<file path="config.mk">
export PLATFORM = sky130hd
export DESIGN_NAME = alu_modport
export DESIGN_NICKNAME = d
export VERILOG_FILES = /design/src/rtl/alu_pkg.sv /design/src/rtl/alu_comb.sv /design/src/rtl/alu_modport.sv
export SDC_FILE = /design/constraint.sdc
export NUM_CORES = 1
export LEC_CHECK = 0
export BUFFER_PORTS_ARGS = -buffer_cell sky130_fd_sc_hd__buf_2
export CAP_MARGIN = 20
export CORE_ASPECT_RATIO = 2
export CORE_MARGIN = 2
export CORE_UTILIZATION = 60
export DETAILED_ROUTE_END_ITERATION = 6
export GPL_TIMING_DRIVEN = 1
export PLACE_DENSITY = 0.81
export REMOVE_ABC_BUFFERS = 1
export SYNTH_ARGS = -nofsm -noshare
export SYNTH_HDL_FRONTEND = slang
export SYNTH_SLANG_ARGS = --single-unit
export TNS_END_PERCENT = 50
</file>
<file path="constraint.sdc">
create_clock -name clk -period 2.1 [get_ports clk]
set_clock_uncertainty 0.15 [all_clocks]
set_input_delay 0.105 -clock clk [delete_from_list [all_inputs] [get_ports clk]]
set_output_delay 0.105 -clock clk [all_outputs]
set_load 0.02 [all_outputs]
</file>
<file path="src/rtl/alu_pkg.sv">
// Shared types for the alu_modport datapath: default sizes, command codes,
// operand-valid encodings and the registered flag bundle.
package alu_pkg;

  localparam int WIDTH_D     = 8;
  localparam int CMD_WIDTH_D = 3;

  typedef enum logic [3:0] {
    A_ADD     = 4'd0,
    A_SUB     = 4'd1,
    A_ADD_CIN = 4'd2,
    A_SUB_CIN = 4'd3,
    A_INC_A   = 4'd4,
    A_DEC_A   = 4'd5,
    A_INC_B   = 4'd6,
    A_DEC_B   = 4'd7,
    A_CMP     = 4'd8
  } arith_cmd_e;

  typedef enum logic [3:0] {
    L_AND    = 4'd0,
    L_NAND   = 4'd1,
    L_OR     = 4'd2,
    L_NOR    = 4'd3,
    L_XOR    = 4'd4,
    L_XNOR   = 4'd5,
    L_NOT_A  = 4'd6,
    L_NOT_B  = 4'd7,
    L_SHR1_A = 4'd8,
    L_SHL1_A = 4'd9,
    L_SHR1_B = 4'd10,
    L_SHL1_B = 4'd11,
    L_ROL    = 4'd12,
    L_ROR    = 4'd13
  } logic_cmd_e;

  typedef enum logic [1:0] {
    IV_NONE = 2'b00,
    IV_A    = 2'b01,
    IV_B    = 2'b10,
    IV_BOTH = 2'b11
  } iv_e;

  typedef struct packed {
    logic err;
    logic oflow;
    logic cout;
    logic g;
    logic l;
    logic e;
  } flags_t;

endpackage

</file>
<file path="src/rtl/alu_comb.sv">
// Combinational decode and compute of the next ALU result and flags.
// Requires CMD_WIDTH >= 3; any code bit above bit 3 makes the command illegal.
module alu_comb
  import alu_pkg::*;
#(
  parameter int WIDTH     = WIDTH_D,
  parameter int CMD_WIDTH = CMD_WIDTH_D
) (
  input  logic                 mode,
  input  logic [CMD_WIDTH:0]   cmd,
  input  logic [1:0]           inp_valid,
  input  logic [WIDTH-1:0]     opa,
  input  logic [WIDTH-1:0]     opb,
  input  logic                 cin,
  output logic [WIDTH+1:0]     res,
  output flags_t               flags
);

  localparam int SW = $clog2(WIDTH);

  logic [3:0]         op;
  logic               op_hi;
  logic [WIDTH:0]     a1;
  logic [WIDTH:0]     b1;
  logic [WIDTH:0]     c1;
  logic [SW-1:0]      amt;
  logic               rot_hi;
  logic [2*WIDTH-1:0] rl;
  logic [2*WIDTH-1:0] rr;

  assign op     = cmd[3:0];
  assign op_hi  = |(cmd >> 4);
  assign a1     = {1'b0, opa};
  assign b1     = {1'b0, opb};
  assign c1     = {{WIDTH{1'b0}}, cin};
  assign amt    = opb[SW-1:0];
  assign rot_hi = |(opb >> SW);
  assign rl     = {opa, opa} << amt;
  assign rr     = {opa, opa} >> amt;

  logic [WIDTH:0] r;
  flags_t         f;
  iv_e            need;
  logic           bad;
  logic           missing;

  always_comb begin
    r    = '0;
    f    = '0;
    need = IV_BOTH;
    bad  = op_hi;
    if (mode) begin
      unique case (op)
        A_ADD: begin
          r      = a1 + b1;
          f.cout = r[WIDTH];
        end
        A_SUB: begin
          r       = a1 - b1;
          f.oflow = opa < opb;
        end
        A_ADD_CIN: begin
          r      = a1 + b1 + c1;
          f.cout = r[WIDTH];
        end
        A_SUB_CIN: begin
          r       = a1 - b1 - c1;
          f.oflow = a1 < (b1 + c1);
        end
        A_INC_A: begin
          r    = a1 + 1'b1;
          need = IV_A;
        end
        A_DEC_A: begin
          r    = a1 - 1'b1;
          need = IV_A;
        end
        A_INC_B: begin
          r    = b1 + 1'b1;
          need = IV_B;
        end
        A_DEC_B: begin
          r    = b1 - 1'b1;
          need = IV_B;
        end
        A_CMP: begin
          f.g = opa > opb;
          f.l = opa < opb;
          f.e = opa == opb;
        end
        default: bad = 1'b1;
      endcase
    end else begin
      unique case (op)
        L_AND:  r = {1'b0, opa & opb};
        L_NAND: r = {1'b0, ~(opa & opb)};
        L_OR:   r = {1'b0, opa | opb};
        L_NOR:  r = {1'b0, ~(opa | opb)};
        L_XOR:  r = {1'b0, opa ^ opb};
        L_XNOR: r = {1'b0, ~(opa ^ opb)};
        L_NOT_A: begin
          r    = {1'b0, ~opa};
          need = IV_A;
        end
        L_NOT_B: begin
          r    = {1'b0, ~opb};
          need = IV_B;
        end
        L_SHR1_A: begin
          r    = {2'b0, opa[WIDTH-1:1]};
          need = IV_A;
        end
        L_SHL1_A: begin
          r    = {1'b0, opa[WIDTH-2:0], 1'b0};
          need = IV_A;
        end
        L_SHR1_B: begin
          r    = {2'b0, opb[WIDTH-1:1]};
          need = IV_B;
        end
        L_SHL1_B: begin
          r    = {1'b0, opb[WIDTH-2:0], 1'b0};
          need = IV_B;
        end
        // Out-of-range amount flags ERR but still delivers the rotation.
        L_ROL: begin
          r     = {1'b0, rl[2*WIDTH-1:WIDTH]};
          f.err = rot_hi;
        end
        L_ROR: begin
          r     = {1'b0, rr[WIDTH-1:0]};
          f.err = rot_hi;
        end
        default: bad = 1'b1;
      endcase
    end
  end

  assign missing = (inp_valid & need) != need;

  always_comb begin
    res   = '0;
    flags = '0;
    unique case (1'b1)
      bad || missing: flags.err = 1'b1;
      default: begin
        res   = {1'b0, r};
        flags = f;
      end
    endcase
  end

endmodule

</file>
<file path="src/rtl/alu_modport.sv">
// Registered ALU top: output registers with async active-low clear and
// clock-enable gating around the combinational compute block.
module alu_modport
  import alu_pkg::*;
#(
  parameter int WIDTH     = WIDTH_D,
  parameter int CMD_WIDTH = CMD_WIDTH_D
) (
  input  logic               clk,
  input  logic               RST,
  input  logic               CE,
  input  logic               MODE,
  input  logic [CMD_WIDTH:0] CMD,
  input  logic [1:0]         INP_VALID,
  input  logic [WIDTH-1:0]   OPA,
  input  logic [WIDTH-1:0]   OPB,
  input  logic               CIN,
  output logic [WIDTH+1:0]   RES,
  output logic               ERR,
  output logic               OFLOW,
  output logic               COUT,
  output logic               G,
  output logic               L,
  output logic               E
);

  logic [WIDTH+1:0] res_n;
  flags_t           fl_n;
  flags_t           fl_q;

  alu_comb #(
    .WIDTH     (WIDTH),
    .CMD_WIDTH (CMD_WIDTH)
  ) u_comb (
    .mode      (MODE),
    .cmd       (CMD),
    .inp_valid (INP_VALID),
    .opa       (OPA),
    .opb       (OPB),
    .cin       (CIN),
    .res       (res_n),
    .flags     (fl_n)
  );

  always_ff @(posedge clk or negedge RST) begin
    if (!RST) begin
      RES  <= '0;
      fl_q <= '0;
    end else if (CE) begin
      RES  <= res_n;
      fl_q <= fl_n;
    end
  end

  assign ERR   = fl_q.err;
  assign OFLOW = fl_q.oflow;
  assign COUT  = fl_q.cout;
  assign G     = fl_q.g;
  assign L     = fl_q.l;
  assign E     = fl_q.e;

endmodule

</file>
==> impl_metrics.toml, run 1 <==
[clocking]
cts.sink_count = 15
root_buffer = "clkbuf_16"
cts.path.max_buffers = 2
cts_made_buffers = 3
cts_htree_levels = 1

[placement]
gp_congestion = 1.10
dpl_worst_slack_ns = -1.20
placed_cells = 855
portBuffers = 41
place_hpwl_microns = 15400

[sta]
worstEpCategory = "register data pin"
crit_endpoint = "RES[8]$_DFFE_PN0P_/D"

[grt]
grt-ovfl-total = 65
grt_max_degree = 40
grtUsageTotal_pct = 71.3

[outcome]
status = "stopped before the end"
haltStage = "global routing"
stop_error = "[ERROR GRT-0232] Routing congestion too high. Check the congestion heatmap in the GUI."

[yosys]
synth_edf_count = 0
netlist_area_sq_um = 4530
ys_ff_latch = 15
synth-main-ff-cell = "dfrtp_1"
async_flop_share_pct = 100
synth_cells = 606
synth_cell_types = 72
synth.avg_cell_area_sq_um = 7.47
ys_warn_count = 0
ys_seq_area_share_pct = 8.29

[floorplan]
die_w_microns = 65.4
start_util_pct = 62.3
io_pins = 43
die_y_microns = 127
rows = 44
## through the flow
stage / instance area, sq um / util (%) / setup TNS [ns]
4_1_cts: 6160 / 84.7 / -3.10
3_5_place_dp: 5850 / 80.5 / -8.86
2_1_floorplan: 4350 / - / -7.52
3_3_place_gp: 5850 / 80.5 / -7.13
## logic make-up after synthesis
group                      Yosys count  synth area share, %
xor gates and xnor gates            45                 8.71
AOI/OAI and AO/OA                  200                 30.5
other                                1               0.0828
adders and majority gates           62                 17.8
muxes                               26                 7.77
buffers and inverters               74                 6.72
DFF                                 15                 8.29
and+or+nand+nor                    183                 20.1
## layer usage
| metal | overflow | track usage [%] |
|---|---|---|
| met2 | 26 | 93.9 |
| met3 | 1 | 45.0 |
| met4 | 38 | 79.9 |
| met5 | 0 | 4.61 |
| met1 | 0 | 68.4 |
## synth_stat cells (all sizes together) (8+ instances only)
cell | count | area (sq um)
a211oi | 16 | 120
a21o | 10 | 76.3
a21oi | 33 | 165
a221oi | 8 | 70.1
buf | 19 | 97.6
clkbuf | 20 | 75.1
dfrtp | 15 | 375
ha | 58 | 726
inv | 33 | 124
mux2i | 16 | 160
nand2 | 34 | 128
nand2b | 17 | 106
nand3 | 24 | 120
nor2 | 45 | 169
nor2b | 8 | 50.1
nor3 | 27 | 140
o211ai | 9 | 67.6
o21ai | 49 | 245
o21bai | 9 | 67.6
xnor2 | 34 | 298
xor2 | 11 | 96.3
## repair_timing
action / CTS
pin swaps: 18
resized for setup: 41
endpoints found under the setup margin: 10
setup buffers: 2
cloned: 0
endpoints found under the hold margin: 16
hold buffers: 2
==> run 2: changes to the inputs <==
--- a/config.mk
+++ b/config.mk
@@ -7,12 +7,11 @@
 export LEC_CHECK = 0
 export BUFFER_PORTS_ARGS = -buffer_cell sky130_fd_sc_hd__buf_2
 export CAP_MARGIN = 20
-export CORE_ASPECT_RATIO = 2
 export CORE_MARGIN = 2
-export CORE_UTILIZATION = 60
+export CORE_UTILIZATION = 40
 export DETAILED_ROUTE_END_ITERATION = 6
 export GPL_TIMING_DRIVEN = 1
-export PLACE_DENSITY = 0.81
+export PLACE_DENSITY_LB_ADDON = 0.15
 export REMOVE_ABC_BUFFERS = 1
 export SYNTH_ARGS = -nofsm -noshare
 export SYNTH_HDL_FRONTEND = slang
==> run 2 against run 1 <==
The flow now finishes, with violations (negative setup slack); synthesized area unchanged; synthesized cell count unchanged.
==> impl_metrics.toml, run 2 <==
[critical_path]
startpoint = "OPA[0]"
crit_end = "RES[8]"
end_kind = "flop"
crit_path_max_incr_delay_ns = 0.53
worstPathMaxFanout = 4
critPathRequiredTime_ns = 2.07
critical_path_class = "input port to flop"
cpLargestDelayFamily = "simple AND/OR/NAND/NOR gates"
rrSetupSlack_ns = 0.82
crit_path_start_kind = "input port"
path_buf_inv = 3
r2r-end = "RES[8]"
arrival_ns = 2.54
crit_path_cell_trace = "buf_8, ha_4, fa_2, buf_4, buf_6, xor2_2, and2_1, nand3_1, or4b_4, nor3_2, nor3_2, o41a_1"
path_depth = 12
path_common_cell = "nor3_2"
rr_worst_depth = 3
cpMaxStageDelayCell = "or4b_4"
reg2reg_from = "RES[8]"

[floorplan]
rows = 38
die_w_microns = 110
die-area_sq_um = 12200
io_pins = 43
die_y_microns = 110
coreArea_sq_um = 10900
start_util_pct = 41.4

[outcome]
violations = "negative setup slack"
status = "finished, violations left"

[yosys]
synth-main-ff-cell = "dfrtp_1"
netlist_area_sq_um = 4530
ys_seq_area_share_pct = 8.29
ys_warn_count = 0
synthTopCellsByCount = "ha_1, o21ai_0, nor2_1"
yosysMostFrequentCell = "ha_1"
ys_ff_latch = 15
synth.avg_cell_area_sq_um = 7.47
synth_cells = 606
synth_edf_count = 0
synth_cell_types = 72
yosys.area.top_type = "ha_1"
async_flop_share_pct = 100
yosysTopAreaCellShare_pct = 16.0
yosys-top-cells-area = "ha_1, dfrtp_1, xnor2_1"

[sta]
final-hold-violation-count = 0
slew_viol_final = 0
finalWorstSetupSlack_ns = -0.464
slew_headroom_pct = 64.0
worstMarginPinSlew_ns = 0.535
fin_crit_sh_pct = 122
rsz0062_at_grt = "yes"
fmax_mhz = 390
finalSetupViolCount = 10
period_needed_ns = 2.56
setup-tns-final_ns = -2.59

[layout]
num-fill-cells = 974
top_register = "RES"
final_cell_mix = "buf_4, ha_1, o21ai_0"
final_common_cell = "buf_4"
fin_nets = 907
diodes = 0
largest_reg_flops = 9
drive_above_1_share_pct = 43.9
area_growth_pct = 54.2

[placement]
gp_congestion = 0.987
place_hpwl_microns = 16400
portBuffers = 41

[clocking]
cts.path.max_buffers = 2
cts_tree = "done"
insertion_delay_ns = 0.25
root_buffer = "clkbuf_16"
cts_htree_levels = 1
cts.sink_count = 15
clk_pin_slew_ns = 0.05
cts_made_buffers = 3

[detailed_routing]
vias_per_cell = 5.96
drc_errors = 0
post_drt_wl_per_cell_microns = 21.5
wirelength_microns = 20500
drt_iter0_markers = 451
first_pass_iters = 4
ant_nets = 0
vias = 5702

[grt]
grt_max_degree = 47
grt-ovfl-total = 0
first_global_vias = 5767
antenna_found_initial = 0
grt_pass1_wl_microns = 31000
grtUsageTotal_pct = 34.1

[power]
power_w = 0.00248
leakagePower_nw = 3.17
ir_drop_mv = 0.791
power_density_nw_per_um2 = 356

[flow_run]
max_cap_viol_count = 0

[worst_hold_path]
hp-class = "input port to asynchronous set/reset pin"
## run 2: cell counts after synthesis
No cell type changed its count.
## run 2: cell type report
type	instances	area [sq um]	area share [%]
clock buffer	4	78.8	1.13
inverter	35	135	1.94
multi-input combinational	517	4370	62.6
sequential	15	375	5.38
tap	140	175	2.51
timing repair buffer	246	1850	26.5
## run 2: power breakdown
part / switching [W] / leakage [nW] / internal, W / total [W]
logic: 0.000947 / 2.93 / 0.000846 / 0.00179
registers: 0.00000983 / 0.203 / 0.000302 / 0.000312
clock network: 0.000120 / 0.0382 / 0.000257 / 0.000377
total: 0.00108 / 3.17 / 0.00141 / 0.00248
## run 2: routing by layer
metal	track usage (%)	vias up	part of all wire, %
met1	43.5	2731	42
met4	14.3	0	4.9
met5	0	-	0
met2	57.0	228	47
met3	5.64	62	6.0
li1	-	2681	-
## run 2: cell families after synthesis
logic type / Yosys count / synth area share [%]
xor gates and xnor gates: 45 / 8.71
buffers and inverters: 74 / 6.72
muxes: 26 / 7.77
adders and majority gates: 62 / 17.8
DFF: 15 / 8.29
AOI/OAI and AO/OA: 200 / 30.5
other: 1 / 0.0828
and+or+nand+nor: 183 / 20.1
## run 2: worst min-delay path by stage
stage | startpoint | to | slack, ns | cells past startpoint
detailed placement | RST | E | -0.12 | 1
CTS | RST | ERR | 0.16 | 2
floorplan | RST | COUT | -0.34 | 0
finish | RST | L | 0.15 | 2
global route | RST | ERR | 0.20 | 2
global placement | RST | L | -0.13 | 1
## run 2: what timing repair did
item,in CTS,in global routing
setup endpoints to repair,10,14
hold endpoints to repair,16,0
setup buffers,5,6
pin swaps,35,33
hold buffers,2,0
resized for setup,85,51
## run 2: metrics by stage
| step | hold WS (ns) | instance area, sq um | util [%] | std cells | setup slack (ns) |
|---|---|---|---|---|---|
| after CTS | 0.163 | 6730 | 61.5 | 951 | -0.531 |
| after global routing | 0.195 | 6980 | 63.8 | 957 | -0.555 |
| after global placement | -0.132 | 6200 | 56.7 | 940 | -0.960 |
| after detailed placement | -0.116 | 6200 | 56.7 | 940 | -1.01 |
| after floorplan | -0.341 | 4350 | - | 567 | -1.30 |
| final | 0.147 | 6980 | 63.8 | 957 | -0.464 |
## run 2: worst reg2reg max path, delay by kind of cell, from the launching register on
| kind | cells | cell delay [ns] |
|---|---|---|
| flip-flops | 1 | 0.40 |
| AND/OR/NAND/NOR | 1 | 0.09 |
| AO/OA/AOI/OAI | 2 | 0.51 |
No activity file was read; power rests on OpenSTA's default activity.
==> run 3: changes to the inputs <==
==> constraint.sdc (replaced) <==
create_clock -name clk -period 3.2 [get_ports clk]
set_clock_uncertainty 0.15 [all_clocks]
set_input_delay 0.16 -clock clk [delete_from_list [all_inputs] [get_ports clk]]
set_output_delay 0.16 -clock clk [all_outputs]
set_load 0.02 [all_outputs]
==> run 3 against run 2 <==
The flow now finishes without violations; worst hold slack worse by 0.094 ns; worst setup slack improved by 0.78 ns; register-to-register slack gained 1.2 ns; combinational power down 51%; clock power down 36%; routed wire length fell by 8.6%; sequential cell count unchanged; largest cell class unchanged; largest power group unchanged.
==> impl_metrics.toml, run 3 (synthesis results as in run 2) <==
[outcome]
status = "finished, final reports clean"

[critical_path]
crit_path_start_kind = "input port"
reg2reg_from = "RES[7]"
r2r-end = "RES[7]"
crit_end = "RES[6]"
arrival_ns = 2.87
worstPathMaxFanout = 8
rr_worst_depth = 4
critical_path_class = "input port to flop"
rrSetupSlack_ns = 2.04
end_kind = "flop"
startpoint = "OPB[1]"
critPathRequiredTime_ns = 3.19

[clocking]
insertion_delay_ns = 0.24
cts.sink_count = 15
clk_pin_slew_ns = 0.05
root_buffer = "clkbuf_16"
cts_made_buffers = 3
cts_setup_buffers = 0
cts_tree = "done"
cts_htree_levels = 1
cts.path.max_buffers = 2

[placement]
dpl_worst_slack_ns = 0.0155
portBuffers = 41
placed_cells = 818
post_dp_cell_area_sq_um = 5290
place_hpwl_microns = 14900
gp_congestion = 0.966

[layout]
num-fill-cells = 1151
fin_nets = 773
final_cell_mix = "buf_4, ha_1, o21ai_0"
drive_above_1_share_pct = 19.5
largest_reg_flops = 9
top_register = "RES"
final_cells = 823
fin_area_sq_um = 5380
diodes = 0
area_growth_pct = 18.8
final_common_cell = "buf_4"

[sta]
finalWorstSetupSlack_ns = 0.314
period_needed_ns = 2.89
finalSetupViolCount = 0
slew_headroom_pct = 50.4
fmax_mhz = 347
worstMarginPinSlew_ns = 0.739
slew_viol_final = 0
fin_crit_sh_pct = 90.2
rsz0062_at_grt = "no"
final-hold-violation-count = 0

[power]
leakagePower_nw = 2.41
power_w = 0.00132
power_density_nw_per_um2 = 246
ir_drop_mv = 0.202

[grt]
grt_pass1_wl_microns = 28600
grtUsageTotal_pct = 31.7
antenna_found_initial = 0
first_global_vias = 5023
grt_max_degree = 39
grt-ovfl-total = 0

[floorplan]
coreArea_sq_um = 10900
die_y_microns = 110
rows = 38
start_util_pct = 41.4
die_w_microns = 110
io_pins = 43
die-area_sq_um = 12200

[detailed_routing]
ant_nets = 0
drc_errors = 0
drt_iter0_markers = 566
vias = 5201
wirelength_microns = 18800
vias_per_cell = 6.32
first_pass_iters = 5
post_drt_wl_per_cell_microns = 22.8

[flow_run]
max_cap_viol_count = 0

[worst_hold_path]
hp-class = "input port to flop"
min_path_cells = 3
==> run 3: power breakdown <==
group          leakage, nW  internal (W)  switching [W]
clock network       0.0409      0.000167      0.0000762
logic                 2.16      0.000357       0.000517
registers            0.203      0.000198     0.00000527
==> run 3: metrics by stage <==
step / util, % / TNS, ns / hold slack (ns)
after global placement: 48.3 / 0 / -0.0752
final: 49.2 / 0 / 0.0535
after detailed placement: 48.3 / 0 / -0.0713
after global routing: 49.2 / 0 / 0.0707
after CTS: 49.2 / 0 / 0.0469
after floorplan: - / -0.360 / -0.286
==> run 3: final cells by class <==
class / count / area, sq um / share of cell area (%)
Clock buffer: 3 / 75.1 / 1.40
Clock inverter: 1 / 5.00 / 0.0931
Inverter: 35 / 131 / 2.44
Multi-Input combinational cell: 517 / 3850 / 71.6
Sequential cell: 15 / 375 / 6.98
Tap cell: 140 / 175 / 3.26
Timing Repair Buffer: 112 / 766 / 14.2
==> run 3: routing by layer <==
| metal | up-vias | share of wire [%] | GRT usage, % |
|---|---|---|---|
| met3 | 62 | 7.6 | 2.35 |
| li1 | 2415 | - | - |
| met2 | 270 | 46 | 52.9 |
| met5 | - | 0 | 0 |
| met4 | 0 | 4.9 | 11.6 |
| met1 | 2454 | 41 | 42.9 |
==> run 3: worst min path at each step <==
stage	start	end	slack (ns)
floorplan	RST	COUT	-0.29
global placement	RST	L	-0.08
detailed placement	RST	L	-0.07
CTS	CE	ERR	0.05
global route	CE	ERR	0.07
finish	CE	ERR	0.05
==> run 3: critical path, cell delays in order <==
cell and delay (ns):
buf_2 0.23, inv_1 0.09, buf_4 0.17, fa_1 0.47
nand2b_1 0.11, a22oi_1 0.17, or4_1 0.44, nand3_1 0.28
nor3_1 0.09, o21ai_0 0.24, o211ai_1 0.15, a32o_1 0.26
==> run 3: repair_timing <==
action                                  CTS  global route
endpoints found under the hold margin    15             0
endpoints found under the setup margin    0             1
hold buffers                              1             0
resized for setup                         0             1
